[src/rtl/rca_seq_ctrl.sv]
// Sequential 64-bit adder that uses one SLICE_W-bit ripple-carry adder over 64/SLICE_W beats.
// Optional signed-overflow output is enabled with the RCA_SEQ_OVF_EN macro.

module rca_adder #(
  parameter int unsigned W = 16
) (
  input  logic [W-1:0] a,
  input  logic [W-1:0] b,
  input  logic         ci,
  output logic [W-1:0] s,
  output logic         co
);
  logic c;

  always_comb begin
    c = ci;
    s = '0;
    for (int unsigned i = 0; i < W; i++) begin
      s[i] = a[i] ^ b[i] ^ c;
      c    = (a[i] & b[i]) | (c & (a[i] ^ b[i]));
    end
    co = c;
  end
endmodule

module rca_seq_ctrl #(
  parameter int unsigned SLICE_W = 16
) (
  input  logic        clk,
  input  logic        rst,
  input  logic        start,
  input  logic [63:0] in1,
  input  logic [63:0] in2,
  input  logic        cin,
  output logic        busy,
  output logic        done,
  output logic [63:0] sum,
  output logic        cout
`ifdef RCA_SEQ_OVF_EN
  ,
  output logic        ovf
`endif
);
  localparam int unsigned NBEATS = 64 / SLICE_W;
  localparam int unsigned CNT_W  = (NBEATS > 1) ? $clog2(NBEATS) : 1;

  typedef enum logic [1:0] {
    IDLE,
    RUN,
    DONE
  } state_e;

  state_e             state_q, state_d;
  logic [CNT_W-1:0]   cnt_q, cnt_d;
  logic               carry_q, carry_d;
  logic [63:0]        acc_q, acc_d;
  logic [63:0]        a_q, a_d;
  logic [63:0]        b_q, b_d;
  logic [63:0]        sum_q, sum_d;
  logic               cout_q, cout_d;
`ifdef RCA_SEQ_OVF_EN
  logic               ovf_q, ovf_d;
`endif

  logic [6:0]         shamt;
  logic [SLICE_W-1:0] a_slice, b_slice, slice_sum;
  logic               slice_co;
  logic [63:0]        slice_mask;
  logic [63:0]        acc_ins;
  logic               last_beat;

  // Slice k sits at bit offset k*SLICE_W; the shift keeps the SLICE_W=64 case free of zero-width slices.
  assign shamt      = 7'(cnt_q) * 7'(SLICE_W);
  assign a_slice    = SLICE_W'(a_q >> shamt);
  assign b_slice    = SLICE_W'(b_q >> shamt);
  assign slice_mask = 64'({SLICE_W{1'b1}});
  assign acc_ins    = (acc_q & ~(slice_mask << shamt)) | (64'(slice_sum) << shamt);
  assign last_beat  = (cnt_q == CNT_W'(NBEATS - 1));

  rca_adder #(
    .W(SLICE_W)
  ) u_rca (
    .a (a_slice),
    .b (b_slice),
    .ci(carry_q),
    .s (slice_sum),
    .co(slice_co)
  );

  always_comb begin
    state_d = state_q;
    cnt_d   = cnt_q;
    carry_d = carry_q;
    acc_d   = acc_q;
    a_d     = a_q;
    b_d     = b_q;
    sum_d   = sum_q;
    cout_d  = cout_q;
`ifdef RCA_SEQ_OVF_EN
    ovf_d   = ovf_q;
`endif
    case (state_q)
      RUN: begin
        acc_d   = acc_ins;
        carry_d = slice_co;
        if (last_beat) begin
          sum_d   = acc_ins;
          cout_d  = slice_co;
`ifdef RCA_SEQ_OVF_EN
          ovf_d   = (a_q[63] == b_q[63]) && (acc_ins[63] != a_q[63]);
`endif
          state_d = DONE;
        end else begin
          cnt_d = cnt_q + CNT_W'(1);
        end
      end
      default: begin
        // IDLE and DONE both accept a new request.
        state_d = start ? RUN : IDLE;
        if (start) begin
          a_d     = in1;
          b_d     = in2;
          carry_d = cin;
          cnt_d   = '0;
          acc_d   = '0;
        end
      end
    endcase
  end

  always_ff @(posedge clk) begin
    if (rst) begin
      state_q <= IDLE;
      cnt_q   <= '0;
      carry_q <= 1'b0;
      acc_q   <= '0;
      a_q     <= '0;
      b_q     <= '0;
      sum_q   <= '0;
      cout_q  <= 1'b0;
`ifdef RCA_SEQ_OVF_EN
      ovf_q   <= 1'b0;
`endif
    end else begin
      state_q <= state_d;
      cnt_q   <= cnt_d;
      carry_q <= carry_d;
      acc_q   <= acc_d;
      a_q     <= a_d;
      b_q     <= b_d;
      sum_q   <= sum_d;
      cout_q  <= cout_d;
`ifdef RCA_SEQ_OVF_EN
      ovf_q   <= ovf_d;
`endif
    end
  end

  assign busy = (state_q == RUN);
  assign done = (state_q == DONE);
  assign sum  = sum_q;
  assign cout = cout_q;
`ifdef RCA_SEQ_OVF_EN
  assign ovf  = ovf_q;
`endif
endmodule

[config.mk]
export PLATFORM = sky130hd
export DESIGN_NAME = rca_seq_ctrl
export DESIGN_NICKNAME = d
export VERILOG_FILES = /design/src/rtl/rca_seq_ctrl.sv
export SDC_FILE = /design/constraint.sdc
export NUM_CORES = 1
export LEC_CHECK = 0
export BUFFER_PORTS_ARGS = -buffer_cell sky130_fd_sc_hd__buf_4
export CORE_ASPECT_RATIO = 1.5
export CORE_MARGIN = 5
export CORE_UTILIZATION = 30
export DETAILED_ROUTE_END_ITERATION = 10
export GPL_TIMING_DRIVEN = 0
export PLACE_DENSITY = 0.58
export SKIP_LAST_GASP = 1
export SYNTH_ARGS = -nofsm -noshare
export SYNTH_HDL_FRONTEND = slang
export SYNTH_SLANG_ARGS = --single-unit
[constraint.sdc]
create_clock -name clk -period 9.4 [get_ports clk]
set_input_delay 0.47 -clock clk [delete_from_list [all_inputs] [get_ports clk]]
set_output_delay 0.47 -clock clk [all_outputs]
set_load 0.02 [all_outputs]
==> impl_metrics.py <==
metrics = {
    "run_status": {
        "outcome": "complete, no violations",
    },
    "power_and_ir_drop": {
        "max-vdd-ir-drop_mv": 0.104,
        "p_total_mw": 2.40,
        "power.density_mw_per_mm2": 171,
        "total_leakage_power_nw": 5.23,
    },
    "timing": {
        "rsz0062_at_grt": "false",
        "fin_crit_ps": 8650,
        "final.setup.tns_ps": 0,
        "drv_slew": 0,
        "finalCritPeriodShare": 0.920,
        "holdWs_ps": 184,
        "fmax_mhz": 116,
        "postLayoutSetupSlackWorst_ps": 754,
        "worst_pin_slew_ps": 862,
        "setup_violations": 0,
        "final_hold_viol_count": 0,
        "maxSlewHeadroom": 0.425,
        "clock_skew_ps": 30.2,
    },
    "grt": {
        "grt_max_degree": 17,
        "grt_use_total": 0.193,
        "overflow": 0,
        "antenna_found_initial": 0,
        "grt_pass1_wl_um": 62700,
        "first_global_vias": 10547,
    },
    "final_layout": {
        "fin_area_sq_mm": 0.0141,
        "fin_nets": 1660,
        "seq_area_sq_mm": 0.00492,
        "multiInputGateArea_sq_mm": 0.00543,
        "n_fill_cell": 3809,
        "syn2layout_area_growth_pct": 25.5,
        "stdcell_count": 2008,
        "n_antenna_cell": 0,
        "post-route-util": 0.382,
        "drive_above_1_share": 0.241,
    },
    "worst_setup_path": {
        "crit_start": "cnt_q[1]",
        "timing.rr.end": "sum[31]",
        "path_class": "reg2reg",
        "cp_data_required_time_ps": 9800,
        "crit_arrival_ps": 9050,
        "r2r_setup_slack_ps": 750,
        "worst_r2r_path_depth": 26,
        "start_kind": "flip-flop",
        "r2r-start": "cnt_q[1]",
        "endpoint_kind": "flip-flop",
        "critPathMaxFanout": 10,
    },
    "logic_synthesis": {
        "synth_area_sq_mm": 0.0112,
        "avgSynthCellArea_sq_um": 8.73,
        "synth_top_area_frac": 0.439,
        "synth_edf_count": 0,
        "async_flop_share": 0,
        "synth_largest_area_cell": "dfxtp_1",
        "ys.flop_type": "dfxtp_1",
        "ys_seq_elements": 246,
        "yosys_warnings": 0,
        "yosysSeqAreaShare": 0.439,
        "synth_fp_nets": 1437,
        "synthTopCellsByArea": "dfxtp_1 44%, nand3_1 8.4%, a21oi_1 7.4%, o21ai_0 6.4%, mux4_2 6.4%",
        "synth_cell_types": 35,
        "syn_inst": 1285,
    },
    "detailed_routing": {
        "drt_iter0_markers": 778,
        "vias_per_cell": 5.22,
        "postRouteAntennaNets": 0,
        "wire_per_inst_um": 20.8,
        "wirelength_um": 41700,
        "num_vias": 10485,
        "drtPass1Iterations": 5,
        "drcViolationCount": 0,
    },
    "placed_design": {
        "gp_congestion": 0.907,
        "placed_cells": 1966,
        "pre_cts_ws_ps": 761,
        "dpl.hpwl_um": 32400,
        "placed_area_sq_mm": 0.0133,
        "port_buffers": 197,
    },
    "floorplan": {
        "coreArea_sq_mm": 0.0369,
        "row_count": 86,
        "initial_core_util": 0.304,
        "die_area_sq_mm": 0.0415,
        "io_pins": 199,
        "die_h_um": 247,
        "die_w_um": 168,
    },
    "clocking": {
        "cts_root_buf": "clkbuf_16",
        "ctsResizeCount": 0,
        "cts_buffer_depth": 3,
        "post_cts_buffers": 0,
        "clock_latency_ps": 540,
        "cts_buffers": 24,
        "cts.htree.levels": 1,
        "cts.sinks": 246,
        "clk_pin_slew_ps": 70,
        "cts_tree": "built",
        "hold_buffers": 0,
    },
    "hold_path": {
        "holdPathStages": 3,
        "hold_class": "in2reg",
        "holdCritStartpoint": "in2[55]",
        "min_to": "b_q[55]",
    },
    "run": {
        "drv_cap": 0,
    },
}
[placed cells by master (no fill, tap or decap), drive strengths merged]
cell type and count:
a31oi 14, a211oi 14, o21ai 164, nor2b 51, clkbuf 99, nor3 96, a22o 4, nand2b 1
buf 272, o2bb2ai 12, nand3 188, fa 16, nand3b 2, bufinv 1, dfxtp 246, nand2 16
clkinvlp 3, mux4 32, nor3b 24, nor2 52, inv 32, ha 4, nor4b 1, clkinv 8
and3b 2, a21oi 167, nor4bb 1, mux2i 1, and4b 1
[where the power goes]
part	total (mW)	internal (mW)	leakage, nW	switching [mW]
logic	0.331	0.128	2.85	0.203
clock network	0.967	0.537	0.378	0.430
registers	1.11	1.08	2.00	0.0260
total	2.40	1.75	5.23	0.659
[registers in the layout, indices dropped and copies added (netlist names)]
signal   cells
cnt_q        2
acc_q       48
sum         64
b_q         64
a_q         64
state_q      2
carry_q      1
cout         1
[cells in the mapped netlist, drive strengths merged, types with 12 or more instances]
master / number
inv: 32
o21ai: 164
nor2: 52
a211oi: 14
nor2b: 51
nand2: 16
mux4: 32
clkbuf: 69
a21oi: 167
nand3: 188
o2bb2ai: 12
nor3b: 24
nor3: 96
fa: 16
a31oi: 14
dfxtp: 246
buf: 75
[metal layers]
| metal | global-route usage | routed length, um |
|---|---|---|
| met2 | 0.355 | 21700 |
| met1 | 0.225 | 16000 |
| met3 | 0.0225 | 2040 |
| met4 | 0.0865 | 1930 |
| met5 | 0 | 0 |
[critical path: stages (launching register included)]
cell      delay (ps)
dfxtp_1          420
buf_4            260
buf_2            300
mux4_2           240
inv_1             50
fa_1             420
fa_1             460
fa_1             460
fa_1             460
fa_1             460
fa_1             460
fa_1             430
inv_1            130
fa_1             210
fa_1             180
inv_1             60
fa_1             450
fa_1             460
fa_1             470
fa_1             460
fa_1             440
inv_1            110
fa_1             210
fa_1             390
buf_2            190
a211oi_1         240
nor3_1            80
[how the worst max path moves through the flow]
| stage | cells after the start | slack (ps) | endpoint |
|---|---|---|---|
| final | 26 | 750 | sum[31] |
| after global routing | 26 | 370 | sum[47] |
| after CTS | 26 | 700 | sum[31] |
| after detailed placement | 26 | 760 | sum[31] |
| after global placement | 26 | 790 | sum[47] |
| after floorplan | 26 | 1430 | sum[15] |
[layout make-up]
class,count,area share
multi-input combinational,863,0.385
timing repair buffer,197,0.105
inverter,32,0.00853
tap,484,0.0430
clock inverter,12,0.00711
sequential,246,0.350
clock buffer,30,0.0479
buffer,144,0.0533
[cells by family (layout without fill, tap and decap cells)]
group,count (synthesis),count (layout),synth area share
mux,33,33,0.0651
buf+inv,176,415,0.0776
fa+ha+maj,20,20,0.0330
compound gates,375,375,0.183
simple gates,435,435,0.203
flops,246,246,0.439
No activity file was read; power rests on OpenSTA's default activity.
